## src/rtl/mtm_alu_deserializer.sv

```systemverilog
// Receive deframer for the ALU serial link: collects A/B data packets and a command
// packet, checks packet count, CRC4 and opcode, and strobes one decoded operation per frame.
module mtm_alu_deserializer #(
   parameter int DATA_PKTS = 8,
   parameter int CRC_W     = 4
) (
   input  logic        clk,
   input  logic        rst,
   input  logic        sin,
   output logic        out_valid,
   output logic [31:0] out_a,
   output logic [31:0] out_b,
   output logic [2:0]  out_op,
   output logic        err_data,
   output logic        err_crc,
   output logic        err_op
);

   typedef enum logic [1:0] {IDLE, TYPE, PAYLOAD, STOP} state_t;

   state_t             state, state_nxt;
   logic               is_cmd;
   logic [2:0]         bit_cnt;
   logic [7:0]         payload;
   logic [63:0]        ab;
   logic [3:0]         pkt_cnt;
   logic [CRC_W-1:0]   crc;

   function automatic logic [CRC_W-1:0] crc_step(input logic [CRC_W-1:0] c, input logic d);
      logic fb;
      fb = c[CRC_W-1] ^ d;
      return {c[CRC_W-2:0], 1'b0} ^ (fb ? CRC_W'(3) : '0);
   endfunction

   // The command contributes a constant 1 followed by the opcode to the CRC stream.
   function automatic logic [CRC_W-1:0] crc_cmd(input logic [CRC_W-1:0] c, input logic [2:0] op);
      logic [CRC_W-1:0] r;
      r = crc_step(c, 1'b1);
      for (int i = 2; i >= 0; i--) r = crc_step(r, op[i]);
      return r;
   endfunction

   function automatic logic op_legal(input logic [2:0] op);
      return (op == 3'b000) || (op == 3'b001) || (op == 3'b100) || (op == 3'b101);
   endfunction

   always_ff @(posedge clk) begin
      if (rst) state <= IDLE;
      else     state <= state_nxt;
   end

   always_comb begin
      state_nxt = state;
      case (state)
         IDLE:    if (!sin) state_nxt = TYPE;
         TYPE:    state_nxt = PAYLOAD;
         PAYLOAD: if (bit_cnt == 3'd7) state_nxt = STOP;
         STOP:    state_nxt = IDLE;
         default: state_nxt = IDLE;
      endcase
   end

   always_ff @(posedge clk) begin
      if (rst) begin
         is_cmd    <= 1'b0;
         bit_cnt   <= '0;
         payload   <= '0;
         ab        <= '0;
         pkt_cnt   <= '0;
         crc       <= '0;
         out_valid <= 1'b0;
         out_a     <= '0;
         out_b     <= '0;
         out_op    <= '0;
         err_data  <= 1'b0;
         err_crc   <= 1'b0;
         err_op    <= 1'b0;
      end else begin
         out_valid <= 1'b0;
         case (state)
            TYPE: begin
               is_cmd  <= sin;
               bit_cnt <= '0;
            end
            PAYLOAD: begin
               payload <= {payload[6:0], sin};
               bit_cnt <= bit_cnt + 3'd1;
               if (!is_cmd) crc <= crc_step(crc, sin);
            end
            STOP: begin
               if (!sin || is_cmd) begin
                  // Any strobe ends the frame; a bad stop bit reports as a data error.
                  out_valid <= 1'b1;
                  ab        <= '0;
                  pkt_cnt   <= '0;
                  crc       <= '0;
                  if (!sin || (pkt_cnt != 4'(DATA_PKTS))) begin
                     out_a    <= '0;
                     out_b    <= '0;
                     out_op   <= '0;
                     err_data <= 1'b1;
                     err_crc  <= 1'b0;
                     err_op   <= 1'b0;
                  end else begin
                     out_a    <= ab[63:32];
                     out_b    <= ab[31:0];
                     out_op   <= payload[6:4];
                     err_data <= 1'b0;
                     err_crc  <= crc_cmd(crc, payload[6:4]) != payload[CRC_W-1:0];
                     err_op   <= !op_legal(payload[6:4]);
                  end
               end else begin
                  ab <= {ab[55:0], payload};
                  if (pkt_cnt != 4'd15) pkt_cnt <= pkt_cnt + 4'd1;
               end
            end
            default: ;
         endcase
      end
   end

endmodule

```

## config.mk

```make
export PLATFORM = sky130hd
export DESIGN_NAME = mtm_alu_deserializer
export DESIGN_NICKNAME = d
export VERILOG_FILES = /design/src/rtl/mtm_alu_deserializer.sv
export SDC_FILE = /design/constraint.sdc
export NUM_CORES = 1
export LEC_CHECK = 0
export CAP_MARGIN = 20
export CORE_ASPECT_RATIO = 0.75
export CORE_MARGIN = 2
export CORE_UTILIZATION = 30
export CTS_CLUSTER_SIZE = 28
export DETAILED_ROUTE_END_ITERATION = 16
export DONT_BUFFER_PORTS = 1
export MAX_ROUTING_LAYER = met4
export PLACE_DENSITY = 0.52
export SLEW_MARGIN = 20
export SYNTH_ARGS = -nofsm -noshare
export SYNTH_HDL_FRONTEND = slang
export SYNTH_SLANG_ARGS = --single-unit
```

## constraint.sdc

```tcl
create_clock -name clk -period 1.7 [get_ports clk]
set_clock_uncertainty 0.2 [all_clocks]
set_input_delay 0.255 -clock clk [delete_from_list [all_inputs] [get_ports clk]]
set_output_delay 0.255 -clock clk [all_outputs]
set_load 0.005 [all_outputs]
```

; ---- After elaboration in Yosys (flattened, before gate mapping)
; Cells that the tools add are included.
[word_totals]
reg_bits = 157
wordCells = 79
[classes]
reduce_logical = 17
add_sub_neg = 2
bitwise_logic = 10
muxes = 22
n_eq_ne = 14
[op_table]
columns = cell, n
row1 = 32-bit two-way mux, 2
row2 = 64-bit two-way mux, 1
row3 = 4-bit by 2-bit XOR with 4-bit output, 5
row4 = 4-bit two-way mux, 4
row5 = 2-bit two-way mux, 7
row6 = 3-bit == test (second input constant), 3
row7 = 2-bit != test (second input constant), 4
row8 = 4-bit != test (second input constant), 2
row9 = 2-bit case mux with 4 select lines, 1
row10 = 4-bit case mux with 2 select lines, 1
row11 = 3-bit case mux with 2 select lines, 1
row12 = 2-bit AND reduction, 3
row13 = 2-bit nonzero test, 3
row14 = 1-bit logical OR, 5
row15 = 4-bit by 1-bit adder with 4-bit output (second input constant), 1
row16 = 2-bit == test (second input constant), 2
row17 = 1-bit two-way mux, 4
row18 = 4-bit != test, 1
row19 = 1-bit XOR, 4
row20 = 3-bit by 1-bit adder with 3-bit output (second input constant), 1
row21 = 3-bit by 1-bit == test with 1-bit output (second input constant), 1
row22 = 3-bit zero test, 1
row23 = 3-bit two-way mux, 1
row24 = 3-bit AND reduction, 1
row25 = other kinds (5), 6

; ---- Longest topological paths before layout
; Gate-level depths: netlist of run 1.
[logic_depth]
word_depth = 13
depth_mapped = 7
mapped_depth_nobuf = 6

; ---- Worst setup path after synthesis of run 1
; Ideal clock, no wire load.
[synth_timing]
kind = register to register
start = register payload[5]
end = register err_crc
required_time_ns = 1.384
path_slack_ns = -0.136
n_path_buf = 1
path_stages_with_launch = 6
synth_period_minus_slack_ns = 1.836
t_arrival_ns = 1.520
cell_sequence = dfxtp_1 > buf_6 > xor3_1 > or3_1 > a32o_1 > a31o_1
[synth_between]
elab_chain_len = 6
[synth_rtl]
columns = item, line_no
row1 = start: declaration, 24  ; logic [7:0] payload;
row2 = start signal: assignment, 86  ; payload <= {payload[6:0], sin};
row3 = 1-bit XOR, 31  ; fb = c[CRC_W-1] ^ d;
row4 = 2-bit two-way mux, 32  ; return {c[CRC_W-2:0], 1'b0} ^ (fb ? CRC_W'(3) : '0);
row5 = 4-bit by 2-bit XOR with 4-bit output (2 in a row), 32
row6 = 4-bit != test, 109  ; err_crc <= crc_cmd(crc, payload[6:4]) != payload[CRC_W-1:0];
row7 = 1-bit two-way mux, 97  ; if (!sin || (pkt_cnt != 4'(DATA_PKTS))) begin
row8 = end signal: assignment, 109
row9 = end: declaration, 15  ; output logic err_crc,
; Every way passes these cells.
; A chain may end at the register's enable or synchronous reset.

; ---- Worst setup path after layout of run 1
[layout_timing]
start = register payload[2]
end = register err_crc
[layout_between]
elab_chain_len = 2
[layout_rtl]
columns = item, line_no
row1 = 4-bit != test, 109
row2 = 1-bit two-way mux, 97
; Every way passes these cells.

==> flow_summary.json, run 1 <==
{
  "mappedNetlistNets": 540,
  "setup_tns_ps": -67.25,
  "ys_ff_latch": 157,
  "crit_path_cell_trace": "xor3_1 > or3_1 > a32o_1 > a31o_1",
  "yosysWarnings": 0,
  "synth-main-ff-cell": "dfxtp_1",
  "pre_cts_slack_ps": -56.03,
  "synthSimpleGateAreaFrac": 0.1278,
  "hold_violations": 0,
  "crit_fanout": 2,
  "netlist_area_mm2": 0.005602,
  "synth_edf_count": 0,
  "fillers": 1783,
  "startpoint_type": "register",
  "clock_latency_ps": 440,
  "grtUsageMet2": 0.1856,
  "num_vias": 3966,
  "max_freq_mhz": 568.7,
  "power.internal_mw": 6.557,
  "antenna_cells": 0,
  "p_clk_frac": 0.461,
  "io_buffers": 0,
  "dp.final_hpwl_mm": 8.535,
  "switching_share": 0.2544,
  "start_util": 0.3044,
  "min_to": "out_a[13]$_SDFFE_PP0P_",
  "grt_use_met1": 0.1832,
  "wl_mm": 14.02,
  "synth_compound_area_frac": 0.1481,
  "yosysUniqueCellTypes": 33,
  "grtUsageMet3": 0.05576,
  "rsz0062_at_grt": "true",
  "clk_path_buf_depth": 2,
  "r2r_setup_slack_ps": -60,
  "num_rows": 43,
  "ctsHtreeMaxLevel": 4,
  "nNetsFinal": 559,
  "outcome": "finished with violations",
  "required_ps": 1830,
  "track_usage": 0.1381,
  "syn2layout_area_growth_pct": 26.33,
  "cts_tree": "done",
  "crit_type": "register to register",
  "power_density_mw_per_mm2": 1243,
  "worstMarginPinSlew_ps": 312.6,
  "grt_overflow_total": 0,
  "grt-busiest-layer": "met2",
  "setup_viol": 4,
  "cp.arrival_ps": 1890,
  "root_buffer": "clkbuf_16",
  "die_h_um": 122.3,
  "power.switching_mw": 2.237,
  "async_reset_ff_frac": 0,
  "ant_nets": 0,
  "synth_fa_ha_area_frac": 0.02010,
  "r2r_end": "err_crc$_SDFFE_PP0P_",
  "clk_transition_reported_paths_ps": 70,
  "slowest_stage": "xor3_1",
  "synth_xor_area_frac": 0.02234,
  "synthMuxAreaShare": 0.08398,
  "die_area_mm2": 0.01979,
  "via_per_inst": 4.914,
  "antenna_found_initial": 0,
  "placed_cell_area_mm2": 0.006072,
  "p_seq_frac": 0.430,
  "coreArea_mm2": 0.01840,
  "min_from": "rst",
  "finalCriticalPeriod_ps": 1758,
  "relSlewSlack": 0.7916,
  "fin_crit_sh": 1.034,
  "instances_no_fill": 807,
  "max_stage_delay_ps": 400,
  "io_pins": 74,
  "cap_violations": 0,
  "fin_ws_ps": -58.38,
  "slew_violations": 0,
  "layout-drive-gt1-share": 0.1625,
  "dr.first_iter.drc_count": 338,
  "r2r.worst_path.cells": 4,
  "synth_top_family_by_area": "compound AO/OA/AOI/OAI gates",
  "hold_path_depth": 3,
  "power.total_mw": 8.794,
  "gp_congestion": 0.7447,
  "peakVddDrop_mv": 0.7195,
  "wl_per_cell_um": 17.37,
  "violations": "negative setup slack",
  "placed_cells": 760,
  "syn_inst": 528,
  "yosysSeqAreaShare": 0.5611,
  "power.leakage_nw": 2.565,
  "cts_sinks": 157,
  "hold_slack_ps": 50.09,
  "grt_max_degree": 51,
  "drc": 0,
  "drt_pass1_iterations": 4,
  "syn_avg_cell_area_um2": 10.61,
  "comb_power_share": 0.109,
  "critPathBufInv": 0,
  "cp_top_family": "compound AO/OA/AOI/OAI gates",
  "grt_pass1_wl_mm": 20.32,
  "reg2reg_from": "payload[2]$_SDFFE_PP0P_",
  "numCtsBuffers": 17,
  "min-delay-path-class": "input port to register",
  "endpoint_kind": "register",
  "final_area_mm2": 0.007077,
  "grt_pass1_vias": 3655,
  "die_x_um": 161.8,
  "fin_util": 0.3846
}
==> worst min-delay path, delay by kind of cell <==
| kind | cells | cell delay, ps |
|---|---|---|
| buffers and inverters | 1 | 160 |
| AO/OA/AOI/OAI | 1 | 180 |
| AND/OR/NAND/NOR | 1 | 30 |
==> cell usage in the layout (no fill, tap or decap), types with 4 or more instances in the layout <==
master	Yosys	routed
inv_1	6	4
dfxtp_1	157	153
ha_1	9	7
nand2b_1	33	32
nor2_1	55	55
buf_4	0	14
a22o_1	66	66
xor2_1	4	4
buf_6	1	8
mux2i_1	47	47
clkbuf_16	0	24
buf_12	0	10
inv_6	0	6
xnor2_1	5	5
dfxtp_2	0	4
a21oi_1	38	37
nand3_1	37	37
==> metal layers <==
layer | vias up | wire (µm)
met1 | 1927 | 6858
met2 | 95 | 6024
met4 | 0 | 138
met3 | 14 | 994
li1 | 1930 | -
met5 | - | 0
==> registers in the layout (all words and copies together) (netlist names), 3 cells and up <==
signal and cells:
ab 64, bit_cnt 3, crc 4, out_a 32, out_b 32, out_op 3
payload 8, pkt_cnt 4
==> cell usage after synthesis, drive strengths merged (2+ instances only) <==
| library cell | count | area (µm²) |
|---|---|---|
| xor2 | 4 | 35.03 |
| a22o | 68 | 598.1 |
| a21oi | 38 | 190.2 |
| ha | 9 | 112.6 |
| buf | 15 | 77.57 |
| dfxtp | 157 | 3143 |
| nand4 | 2 | 12.51 |
| inv | 6 | 22.52 |
| nand2b | 33 | 206.5 |
| nand2 | 5 | 18.77 |
| nor2 | 55 | 206.5 |
| clkbuf | 28 | 105.1 |
| xnor2 | 5 | 43.79 |
| nor2b | 2 | 12.51 |
| nor3 | 2 | 15.01 |
| nand3 | 37 | 185.2 |
| mux2i | 47 | 470.5 |
| or3 | 3 | 18.77 |
| nor4b | 2 | 17.52 |
==> power groups by stage <==
stage	registers [mW]	clock network, mW	logic [mW]
floorplan	3.85	0	0.539
global placement	3.85	0	0.764
detailed placement	3.86	0	0.792
CTS	3.77	4.14	0.847
global route	3.78	4.28	1.04
finish	3.78	4.06	0.958
==> cell type report <==
class,instances,area [µm²],area share
Tap cell,247,309.0,0.04367
Multi-Input combinational cell,322,2327,0.3289
Clock inverter,15,198.9,0.02811
Sequential cell,157,3148,0.4448
Timing Repair Buffer,43,645.6,0.09123
Inverter,6,22.52,0.003182
Clock buffer,17,425.4,0.06011
==> cells by family (layout without fill, tap and decap cells) <==
group | count (synthesis) | in the layout
adder cells (fa/ha/maj) | 9 | 9
multiplexers | 47 | 47
AND/OR/NAND/NOR | 144 | 144
XOR/XNOR | 11 | 11
buffers and inverters | 49 | 81
AO/OA/AOI/OAI | 111 | 111
flip-flops | 157 | 157
==> worst max-delay path by stage <==
stage	start	to	slack, ps	cells after the start
final	payload[2]$_SDFFE_PP0P_	err_crc$_SDFFE_PP0P_	-60	4
after global routing	payload[2]$_SDFFE_PP0P_	err_crc$_SDFFE_PP0P_	-90	4
after CTS	payload[2]$_SDFFE_PP0P_	err_crc$_SDFFE_PP0P_	-60	4
after detailed placement	payload[2]$_SDFFE_PP0P_	err_crc$_SDFFE_PP0P_	-60	4
after global placement	payload[2]$_SDFFE_PP0P_	err_crc$_SDFFE_PP0P_	-60	4
after floorplan	payload[2]$_SDFFE_PP0P_	err_crc$_SDFFE_PP0P_	-40	4
==> repair_timing <==
item | in CTS | in global routing
setup endpoints to repair | 32 | 114
buffers inserted | 2 | 2
hold buffers | 3 | 0
cloned | 0 | 9
pin swaps | 1 | 5
gates resized for setup | 3 | 26
endpoints found under the hold margin | 50 | 0
No activity file was read; power rests on OpenSTA's default activity.
==> run 2, diff against run 1 <==
Settings changed: ABC_CLOCK_PERIOD_IN_PS set to 2100, PLACE_DENSITY 0.52 to 0.51, SLEW_MARGIN 20 to 10.
Clock period 1.7 ns to 2.1 ns, I/O delays scaled along.
==> flow_summary.json, run 2 (synthesis results as in run 1) <==
{
  "via_per_inst": 4.773,
  "power.total_mw": 6.906,
  "max_freq_mhz": 507.8,
  "die_h_um": 122.3,
  "largest_register": "ab",
  "switching_share": 0.2358,
  "cts_sinks": 157,
  "gp_congestion": 0.7416,
  "coreArea_mm2": 0.01840,
  "power.internal_mw": 5.277,
  "cp.arrival_ps": 2130,
  "dp.final_hpwl_mm": 8.194,
  "p_seq_frac": 0.444,
  "io_buffers": 0,
  "die_area_mm2": 0.01979,
  "wl_mm": 12.68,
  "power.leakage_nw": 2.325,
  "p_clk_frac": 0.474,
  "crit_fanout": 44,
  "power.switching_mw": 1.629,
  "layout-drive-gt1-share": 0.09057,
  "clock_latency_ps": 420,
  "outcome": "completed",
  "setup_viol": 0,
  "syn2layout_area_growth_pct": 17.13,
  "fin_crit_sh": 0.9377,
  "drt_pass1_iterations": 4,
  "comb_power_share": 0.082,
  "min-delay-path-class": "input port to register",
  "clk_transition_reported_paths_ps": 60,
  "rsz0062_at_grt": "false",
  "num_vias": 3709,
  "wl_per_cell_um": 16.32,
  "largest_reg_flops": 64,
  "hold_violations": 0,
  "io_pins": 74,
  "numCtsBuffers": 17,
  "grt_max_degree": 65,
  "track_usage": 0.1375,
  "layout_common_cells": "dfxtp_1, a22o_1, nor2_1",
  "grt_pass1_wl_mm": 20.43,
  "top_regs": "ab x64, out_a x32, out_b x32",
  "clk_path_buf_depth": 2,
  "dr.first_iter.drc_count": 241,
  "drc": 0,
  "num_rows": 43,
  "ant_nets": 0,
  "cts_setup_buffers": 0,
  "peakVddDrop_mv": 0.4887,
  "grt_pass1_vias": 3625,
  "slew_violations": 0,
  "cts_resized": 0,
  "antenna_found_initial": 0,
  "cts_tree": "done",
  "start_util": 0.3044,
  "root_buffer": "clkbuf_16",
  "startpoint_type": "register",
  "nNetsFinal": 530,
  "die_x_um": 161.8,
  "cap_violations": 0,
  "required_ps": 2270,
  "finalCriticalPeriod_ps": 1969,
  "worstMarginPinSlew_ps": 786.1,
  "endpoint_kind": "register",
  "antenna_cells": 0,
  "power_density_mw_per_mm2": 1053,
  "ctsHtreeMaxLevel": 4,
  "relSlewSlack": 0.4748,
  "layout_commonest_cell": "dfxtp_1",
  "grt_overflow_total": 0,
  "setup_tns_ps": 0,
  "crit_type": "register to register"
}
run 2: cell count changes in the layout (fill, tap and decap cells not counted), moves of 4 or more:
cell	previous run	this run
buf_12	10	5
buf_6	8	0
clkbuf_16	24	17
inv_6	6	2
dfxtp_2	4	0
buf_4	14	7
dfxtp_1	153	157
run 2: final cells by class:
class                      instances  area, µm²
multi-input combinational        322       2286
fill                            1827      11840
tap                              247      309.0
clock inverter                    12      185.2
timing repair buffer              14      172.7
inverter                           6      22.52
sequential                       157       3143
clock buffer                      19      442.9
run 2: path summary, 6_finish.rpt:
| path | start | end | slack (ps) | depth (start not counted) |
|---|---|---|---|---|
| setup reg to reg | state[1]$_SDFFE_PP0P_ | out_a[30]$_SDFFE_PP0P_ | 130 | 4 |
| hold / removal | sin | err_data$_SDFFE_PP0P_ | 20 | 3 |
| hold reg to reg | ab[0]$_SDFFE_PP0P_ | ab[0]$_SDFFE_PP0P_ | 280 | 2 |
| setup / recovery | state[1]$_SDFFE_PP0P_ | out_a[30]$_SDFFE_PP0P_ | 130 | 4 |
run 2: what timing repair did:
item,CTS,global route
setup endpoints to repair,0,0
endpoints found under the hold margin,50,0
hold buffers,3,0
run 2: worst max-delay path, cell delays in order, from the launching register on:
cell	delay (ps)
dfxtp_1	360
ha_4	200
a21oi_4	630
buf_12	310
a22o_1	180
run 2: layer usage:
metal	GRT usage	wire length [µm]
met1	0.1774	6243
met2	0.1949	5487
met3	0.05880	875
met4	0.04148	77
met5	-	0
run 2: power groups by stage:
stage / clock (mW) / combinational (mW) / sequential [mW]
after global routing: 3.47 / 0.624 / 3.07
after detailed placement: 0 / 0.545 / 3.13
after floorplan: 0 / 0.430 / 3.12
after global placement: 0 / 0.525 / 3.13
final: 3.27 / 0.567 / 3.07
after CTS: 3.35 / 0.570 / 3.07
run 2: metrics by stage:
| step | instance area (µm²) | hold slack, ps | util | instances | worst slack, ps |
|---|---|---|---|---|---|
| finish | 6561 | 16.94 | 0.3566 | 777 | 130.8 |
| global route | 6561 | 59.01 | 0.3566 | 777 | 15.17 |
| CTS | 6561 | 15.86 | 0.3566 | 777 | 115.3 |
| detailed placement | 5893 | 193.0 | 0.3203 | 743 | 135.2 |
| global placement | 5893 | 191.1 | 0.3203 | 743 | 144.7 |
| floorplan | 5602 | 241.5 | - | 528 | 264.2 |
